<file path="config.mk">
export PLATFORM = sky130hd
export DESIGN_NAME = mac_job_scheduler
export DESIGN_NICKNAME = d
export VERILOG_FILES = /design/src/rtl/mac_sched_pkg.sv /design/src/rtl/rr_arbiter.sv /design/src/rtl/mac_job_scheduler.sv
export SDC_FILE = /design/constraint.sdc
export NUM_CORES = 1
export LEC_CHECK = 0
export BUFFER_PORTS_ARGS = -buffer_cell sky130_fd_sc_hd__buf_2
export CAP_MARGIN = 10
export CORE_AREA = 8 8 228 230
export CTS_CLUSTER_DIAMETER = 50
export DETAILED_ROUTE_END_ITERATION = 6
export DIE_AREA = 0 0 236 238
export REMOVE_ABC_BUFFERS = 1
export SLEW_MARGIN = 10
export SYNTH_ARGS = -nofsm -noshare
export SYNTH_HDL_FRONTEND = slang
export SYNTH_SLANG_ARGS = --single-unit
</file>
<file path="constraint.sdc">
create_clock -name clk_i -period 3 [get_ports clk_i]
set_input_delay 0.15 -clock clk_i [delete_from_list [all_inputs] [get_ports clk_i]]
set_output_delay 0.15 -clock clk_i [all_outputs]
set_load 0.005 [all_outputs]
</file>
<file path="src/rtl/mac_sched_pkg.sv">
// Shared op-codes, FSM state type and datapath widths for the MAC job scheduler.
package mac_sched_pkg;

    localparam int MAC_A_W   = 32;
    localparam int MAC_ACC_W = 64;

    localparam logic [1:0] OP_MUL   = 2'b00;
    localparam logic [1:0] OP_MAC   = 2'b01;
    localparam logic [1:0] OP_LOAD  = 2'b10;
    localparam logic [1:0] OP_TRUNC = 2'b11;

    typedef enum logic [1:0] {
        ST_IDLE,
        ST_LOAD,
        ST_RUN,
        ST_DRAIN
    } state_t;

endpackage

</file>
<file path="src/rtl/rr_arbiter.sv">
// Round-robin arbiter: first requester at or after the pointer wins; pointer moves past it on advance.
module rr_arbiter #(
    parameter int N = 4
) (
    input  logic                 clk_i,
    input  logic                 rst_i,
    input  logic [N-1:0]         req_i,
    input  logic                 adv_i,
    output logic [N-1:0]         gnt_o,
    output logic [$clog2(N)-1:0] idx_o,
    output logic                 any_o
);

    localparam int IW = $clog2(N);

    logic [IW-1:0] ptr_q;
    logic [IW-1:0] ptr_d;
    logic [IW:0]   scan;
    logic [IW-1:0] cand;
    logic          found;

    assign any_o = |req_i;

    always_comb begin
        gnt_o = '0;
        idx_o = '0;
        found = 1'b0;
        scan  = '0;
        cand  = '0;
        for (int i = 0; i < N; i++) begin
            scan = {1'b0, ptr_q} + (IW+1)'(i);
            if (scan >= (IW+1)'(N)) begin
                scan = scan - (IW+1)'(N);
            end
            cand = scan[IW-1:0];
            if (!found && req_i[cand]) begin
                found       = 1'b1;
                gnt_o[cand] = 1'b1;
                idx_o       = cand;
            end
        end
    end

    always_comb begin
        ptr_d = ptr_q;
        if (adv_i) begin
            ptr_d = (idx_o == IW'(N-1)) ? '0 : idx_o + IW'(1);
        end
    end

    always_ff @(posedge clk_i) begin
        if (rst_i) begin
            ptr_q <= '0;
        end else begin
            ptr_q <= ptr_d;
        end
    end

endmodule

</file>
<file path="src/rtl/mac_job_scheduler.sv">
// Shares one pipelined signed MAC between N_CH requesters, one job at a time, round-robin.
//   state    | meaning
//   ST_IDLE  | waiting for a request; grant taken here
//   ST_LOAD  | bias loaded into the MAC, tap 0 addressed
//   ST_RUN   | one MAC per tap, next tap addressed
//   ST_DRAIN | wait for the MAC pipeline, capture result on last cycle
module mac_job_scheduler
    import mac_sched_pkg::*;
#(
    parameter int N_CH        = 4,
    parameter int N_TAPS      = 8,
    parameter int MAC_LATENCY = 4,
    parameter int SHIFT       = 0
) (
    input  logic                                         clk_i,
    input  logic                                         rst_i,
    input  logic [N_CH-1:0]                              req_i,
    input  logic [MAC_ACC_W*N_CH-1:0]                    bias_i,
    output logic                                         busy_o,
    output logic [((N_TAPS > 1) ? $clog2(N_TAPS) : 1)-1:0] coef_addr_o,
    output logic [$clog2(N_CH)+((N_TAPS > 1) ? $clog2(N_TAPS) : 1)-1:0] samp_addr_o,
    input  logic [MAC_A_W-1:0]                           coef_data_i,
    input  logic [MAC_A_W-1:0]                           samp_data_i,
    output logic [1:0]                                   mac_op_o,
    output logic [MAC_A_W-1:0]                           mac_a_o,
    output logic [MAC_A_W-1:0]                           mac_b_o,
    output logic [MAC_ACC_W-1:0]                         mac_acc_o,
    input  logic [MAC_ACC_W-1:0]                         mac_q_i,
    output logic                                         res_valid_o,
    output logic [$clog2(N_CH)-1:0]                      res_ch_o,
    output logic [MAC_ACC_W-1:0]                         res_data_o,
    output logic [N_CH-1:0]                              ack_o
);

    localparam int CH_W  = $clog2(N_CH);
    localparam int TAP_W = (N_TAPS > 1) ? $clog2(N_TAPS) : 1;
    localparam int CNT_MAX = (N_TAPS > MAC_LATENCY) ? N_TAPS : MAC_LATENCY;
    localparam int CNT_W = $clog2(CNT_MAX + 1);

    state_t                 state_q, state_d;
    logic [CH_W-1:0]        ch_q, ch_d;
    logic [N_CH-1:0]        gnt_q, gnt_d;
    logic [TAP_W-1:0]       tap_q, tap_d;
    logic [CNT_W-1:0]       cnt_q, cnt_d;
    logic                   res_valid_q, res_valid_d;
    logic [N_CH-1:0]        ack_q, ack_d;
    logic [CH_W-1:0]        res_ch_q, res_ch_d;
    logic [MAC_ACC_W-1:0]   res_data_q, res_data_d;

    logic                   arb_adv;
    logic [N_CH-1:0]        arb_gnt;
    logic [CH_W-1:0]        arb_idx;
    logic                   arb_any;

    rr_arbiter #(.N(N_CH)) u_arb (
        .clk_i (clk_i),
        .rst_i (rst_i),
        .req_i (req_i),
        .adv_i (arb_adv),
        .gnt_o (arb_gnt),
        .idx_o (arb_idx),
        .any_o (arb_any)
    );

    always_comb begin
        state_d     = state_q;
        ch_d        = ch_q;
        gnt_d       = gnt_q;
        tap_d       = tap_q;
        cnt_d       = cnt_q;
        res_valid_d = 1'b0;
        ack_d       = '0;
        res_ch_d    = res_ch_q;
        res_data_d  = res_data_q;
        arb_adv     = 1'b0;
        mac_op_o    = OP_MUL;
        mac_a_o     = '0;
        mac_b_o     = '0;
        mac_acc_o   = '0;
        case (state_q)
            ST_IDLE: begin
                if (arb_any) begin
                    arb_adv = 1'b1;
                    ch_d    = arb_idx;
                    gnt_d   = arb_gnt;
                    tap_d   = '0;
                    state_d = ST_LOAD;
                end
            end
            ST_LOAD: begin
                mac_op_o  = OP_LOAD;
                mac_acc_o = bias_i[MAC_ACC_W*ch_q +: MAC_ACC_W];
                tap_d     = (N_TAPS > 1) ? TAP_W'(1) : '0;
                cnt_d     = CNT_W'(N_TAPS - 1);
                state_d   = ST_RUN;
            end
            ST_RUN: begin
                mac_op_o = OP_MAC;
                mac_a_o  = coef_data_i;
                mac_b_o  = samp_data_i;
                // address runs one tap ahead of the data, parking on the last tap
                if (tap_q != TAP_W'(N_TAPS - 1)) begin
                    tap_d = tap_q + TAP_W'(1);
                end
                if (cnt_q == '0) begin
                    cnt_d   = CNT_W'(MAC_LATENCY - 1);
                    state_d = ST_DRAIN;
                end else begin
                    cnt_d = cnt_q - CNT_W'(1);
                end
            end
            ST_DRAIN: begin
                if (cnt_q == '0) begin
                    res_valid_d = 1'b1;
                    ack_d       = gnt_q;
                    res_ch_d    = ch_q;
                    res_data_d  = MAC_ACC_W'($signed(mac_q_i) >>> SHIFT);
                    state_d     = ST_IDLE;
                end else begin
                    cnt_d = cnt_q - CNT_W'(1);
                end
            end
            default: state_d = ST_IDLE;
        endcase
    end

    always_ff @(posedge clk_i) begin
        if (rst_i) begin
            state_q     <= ST_IDLE;
            ch_q        <= '0;
            gnt_q       <= '0;
            tap_q       <= '0;
            cnt_q       <= '0;
            res_valid_q <= 1'b0;
            ack_q       <= '0;
            res_ch_q    <= '0;
            res_data_q  <= '0;
        end else begin
            state_q     <= state_d;
            ch_q        <= ch_d;
            gnt_q       <= gnt_d;
            tap_q       <= tap_d;
            cnt_q       <= cnt_d;
            res_valid_q <= res_valid_d;
            ack_q       <= ack_d;
            res_ch_q    <= res_ch_d;
            res_data_q  <= res_data_d;
        end
    end

    assign busy_o      = (state_q != ST_IDLE);
    assign coef_addr_o = tap_q;
    assign samp_addr_o = {ch_q, tap_q};
    assign res_valid_o = res_valid_q;
    assign ack_o       = ack_q;
    assign res_ch_o    = res_ch_q;
    assign res_data_o  = res_data_q;

endmodule

</file>
Word level (Yosys, flattened, before mapping) --
Cells that the tools add are included.
Word-level totals: register bits after elaboration 88, input bits 390, logic and storage cells 120, output and inout bits 210
Cells by class: shifts and indexed selects 1, reduce and logical (&&, ||, !) cells 23, $add $sub $neg 10, equal/unequal tests 10, magnitude comparators 12, bitwise gates (word level) 5, mux-type cells 49
Operators by type and width (number):
- variable part select 256 x 9 -> 64 bit | 1
- two-way mux 32 bit | 2
- two-way mux 64 bit | 1
- two-way mux 2 bit | 12
- two-way mux 4 bit | 6
- two-way mux 1 bit | 14
- < comparator 2 x 3 -> 1 bit, second input constant | 4
- bitwise OR 4 bit | 3
- one-hot mux 4 bit (3 select lines) | 1
- inequality test 2 bit, second input constant | 5
- greater-or-equal comparator 3 bit, second input constant | 3
- one-hot mux 3 bit (3 select lines) | 1
- binary-select mux 1 bit (select 2 bit) | 4
- demux 1 bit (select 2 bit) | 4
- greater-or-equal comparator 2 x 1 -> 1 bit, second input constant | 4
- one-hot mux 2 bit (4 select lines) | 1
- subtractor 2 x 1 -> 2 bit, second input constant | 4
- logical AND 1 bit | 7
- adder 2 x 2 -> 3 bit, second input constant | 2
- equality test 2 bit, second input constant | 3
- two-way mux 3 bit | 2
- AND reduction 2 bit | 3
- AND reduction 3 bit | 2
- nonzero test 3 bit | 2
- other kinds (16) | 19

Depth between registers and ports, before layout --
depth in word-level cells 16, mapped depth 9, depth with buffers taken out 7

Cells and area by module --
Synthesis repeated with hierarchy kept, for this count alone.
Second synthesis, totals: cells, all modules 672, area total of the unflattened synthesis 6068.3 um2
By module, submodules not included:
- mac_job_scheduler | area an instance 5579.1 um2, seq. area each 1721.7 um2, instances 1, cells each 614
- rr_arbiter | area an instance 489.2 um2, seq. area each 40.0 um2, instances 1, cells each 58

Worst setup path before layout --
OpenSTA, ideal clock, no wires.
kind register to register, start point reg with a tool-made name, end point reg with a tool-made name, library setup time 0.086 ns, data required time 2.914 ns, stages on the path, launching flop included 8, period minus slack after synthesis 2.475 ns, arrival 2.388 ns, slack 0.525 ns, path buffers 1, cell sequence dfxtp_1 -> buf_6 -> inv_1 -> ha_1 -> mux4_2 -> nor2b_4 -> or4b_1 -> a221oi_2

==> summary.md <==
| Metric | Value |
|---|---|
| Status | `finished, final reports clean` |
| Final Cell Area | `10,130 um^2` |
| Worst hold stages | `3` |
| CP endpoint kind | `flip-flop` |
| Worst-Skew Late Latency | `0.36 ns` |
| Number of global-route vias before repair | `7,684` |
| CTS tree | `done` |
| WL/cell | `19.96 um` |
| LEAKAGE | `4.859 nW` |
| Worst reg2reg path depth | `6` |
| Worst R2R Setup Slack | `0.31 ns` |
| DRC | `0` |
| Initial DRC Count | `494` |
| First-pass DRT Iterations | `5` |
| Drt via density | `4.043` |
| Clock Tree Root | `clkbuf_16` |
| Synth Register Bits | `88` |
| Startpoint Class | `flip-flop` |
| Worst Setup Path Type | `flip-flop to flip-flop` |
| Worst stage delay on the critical path | `0.58 ns` |
| Crit-path max FO | `9` |
| CP Launch Point | `u_arb.ptr_q[1]$_SDFFE_PP0P_` |
| Largest net degree at the start of global routing | `69` |
| Die Span Y | `238 um` |
| Hold Fails Final Rpt | `0` |
| Detailed placement HPWL | `32,060 um` |
| Crit path time final | `2.693 ns` |
| Slew margin rel. | `51.66%` |
| Nets | `1,644` |
| Synth cell types | `41` |
| Reg-to-reg startpoint | `u_arb.ptr_q[1]$_SDFFE_PP0P_` |
| IO buf count | `599` |
| Min-delay worst type | `input port to flip-flop` |
| FP Rows | `81` |
| Slew @ Worst Pin | `0.7252 ns` |
| Register area share after synthesis | `28.92%` |
| Routed vias | `7,572` |
| Die X | `236 um` |
| PwrDens | `614.8 nW/um^2` |
| Clock slew at reported path FFs | `0.07 ns` |
| Total GRT Usage | `12.31%` |
| Initial antenna violation count | `10` |
| WP depth | `6` |
| Final core occ | `20.96%` |
| Critical Path RT | `3.28 ns` |
| Antenna Nets Post-Route | `0` |
| Post-Synthesis Cell Area | `6091 um^2` |
| Ys Warns | `0` |
| EDFF count, synth | `0` |
| Final setup viols | `0` |
| I/O Pins | `600` |
| Total global routing overflow | `0` |
| Crit-path cells | `inv_1 > ha_1 > mux4_2 > nor2b_4 > or4b_1 > a221oi_2` |
| Share of the synthesized area in the top cell type | `28.92%` |
| CTS max path bufs | `2` |
| Critical Path AT | `2.97 ns` |
| Worst ir drop on vdd | `0.3740 mV` |
| Yosys top cell by area | `dfxtp_1` |
| Most used DFF post-synth | `dfxtp_1` |
| Max Cap Viol | `0` |
| CTS buffer count | `9` |
| Max Slew Vio Count | `0` |
| CP Buf/Inv Count | `1` |
| Die area | `56,170 um^2` |
| Post-synth ARST share | `0%` |
| RSZ-0062 raised after global routing | `false` |
| DRT Wirelength | `37,390 um` |
| Final worst slack | `0.3073 ns` |
| Fill count | `5,406` |
| CP delay by family, top | `simple AND/OR/NAND/NOR gates` |
| Top cells by area, synth | `dfxtp_1 (29%), mux4_2 (24%), and2_1 (14%), nand2_1 (8.3%), a21oi_1 (6.3%)` |
| First-pass GRT wire length | `52,470 um` |
| Htree depth | `3` |
| Post-synth top cells | `and2_1 (135), nand2_1 (135), dfxtp_1 (88), a21oi_1 (77), mux4_2 (66)` |
| Cells after synthesis | `677` |
| Tcrit/Tclk final | `89.76%` |
| Share of cells above drive strength 1 | `56.50%` |
| Gpl congestion | `0.9800` |
| Mean post-synth cell area | `8.997 um^2` |
| P&R area growth vs syn | `66.33%` |
| Pre-CTS setup slack | `0.3591 ns` |
| Clock Skew | `0.01135 ns` |
| Worst path slowest cell | `mux4_2` |
| Initial Utilization | `12.60%` |
| Top achievable clock speed | `371.4 MHz` |
| Clock sinks | `88` |
| DP Area | `9734 um^2` |
| Core ar. | `48,340 um^2` |
[worst min-delay path: stages]
cell and delay, ns:
buf_2 0.09, nand2_1 0.04, a21oi_1 0.05
[state kept, by name, summed over array words and instances (netlist names), named ones only]
name,flops
res_data_o,64
ack_o,4
cnt_q,4
gnt_q,4
coef_addr_o,3
ch_q,2
res_ch_o,2
state_q,2
res_valid_o,1
u_arb.ptr_q,1
[power breakdown]
part / switching [W] / total, W / internal, W
combinational: 0.00173 / 0.00346 / 0.00172
clock: 0.000495 / 0.00123 / 0.000737
sequential: 0.000234 / 0.00154 / 0.00131
total: 0.00246 / 0.00623 / 0.00377
[worst min-delay path by stage]
stage	from	to	slack (ns)
6_report	mac_q_i[13]	res_data_o[13]$_SDFFE_PP0P_	0.03
5_1_grt	mac_q_i[37]	res_data_o[37]$_SDFFE_PP0P_	0.02
4_1_cts	mac_q_i[18]	res_data_o[18]$_SDFFE_PP0P_	0.0001
3_5_place_dp	mac_q_i[43]	res_data_o[43]$_SDFFE_PP0P_	0.40
3_3_place_gp	mac_q_i[37]	res_data_o[37]$_SDFFE_PP0P_	0.39
2_1_floorplan	rst_i	flip-flop	0.22
[timing repair]
action | 4_1_cts | 5_1_grt
buffers inserted | 0 | 0
hold endpoints to repair | 6 | 0
resized for setup | 0 | 0
hold buffers | 6 | 0
[final cells by class]
cell class	instances	area (um^2)	share of cell area, %
timing repair buffer	617	3198	31.57
sequential	88	1769	17.46
antenna	5	12.51	0.1235
inverter	11	41.29	0.4076
tap	622	778.2	7.682
clock inverter	7	98.84	0.9757
multi-input combinational	514	4008	39.56
clock buffer	9	225.2	2.223
[placed cells by master, fill, tap and decap left out, types with 2 or more instances in the layout]
cell type / netlist / layout
a211oi_1: 4 / 4
a21oi_1: 77 / 77
a221oi_1: 2 / 2
a221oi_2: 2 / 2
a222oi_1: 4 / 4
a311oi_1: 4 / 4
and2_1: 135 / 134
buf_12: 0 / 4
buf_2: 12 / 599
buf_4: 4 / 8
bufinv_16: 0 / 2
clkbuf_16: 0 / 9
dfxtp_1: 88 / 86
dfxtp_4: 0 / 2
diode_2: 0 / 5
dlygate4sd3_1: 0 / 6
ha_1: 13 / 12
inv_1: 11 / 11
inv_6: 0 / 3
mux2_2: 2 / 2
mux2i_1: 4 / 4
mux4_2: 66 / 66
nand2_1: 135 / 134
nand2b_1: 4 / 4
nand4_1: 2 / 2
nor2_1: 22 / 22
nor2b_1: 2 / 2
nor3_1: 8 / 8
nor3b_1: 2 / 2
o211ai_1: 7 / 7
o21ai_0: 5 / 5
or4b_1: 2 / 2
[logic make-up after synthesis]
family	synth area share (%)
buffers and inverters	5.382
AND/OR/NAND/NOR	26.42
adder cells (fa/ha/maj)	2.671
AO/OA/AOI/OAI	10.60
flip-flops	28.92
multiplexers	25.86
XOR/XNOR	0.1438
[per-stage QoR]
| stage | instances | TNS [ns] | hold slack [ns] | total power, W |
|---|---|---|---|---|
| 2_1_floorplan | 613 | -48.99 | 0.2162 | 0.003482 |
| 3_3_place_gp | 1846 | 0 | 0.3900 | 0.005008 |
| 3_5_place_dp | 1846 | 0 | 0.3961 | 0.005044 |
| 4_1_cts | 1868 | 0 | 0.0001207 | 0.006341 |
| 5_1_grt | 1872 | 0 | 0.01587 | 0.006633 |
| 6_report | 1873 | 0 | 0.02648 | 0.006228 |
[layer usage]
layer	part of all wire, %	vias up	global-route usage [%]
li1	-	3496	-
met1	39	3640	14.31
met2	51	393	21.81
met3	7.4	43	3.161
met4	2.7	0	4.258
met5	0	-	0
(Power assumes the default switching activity.)
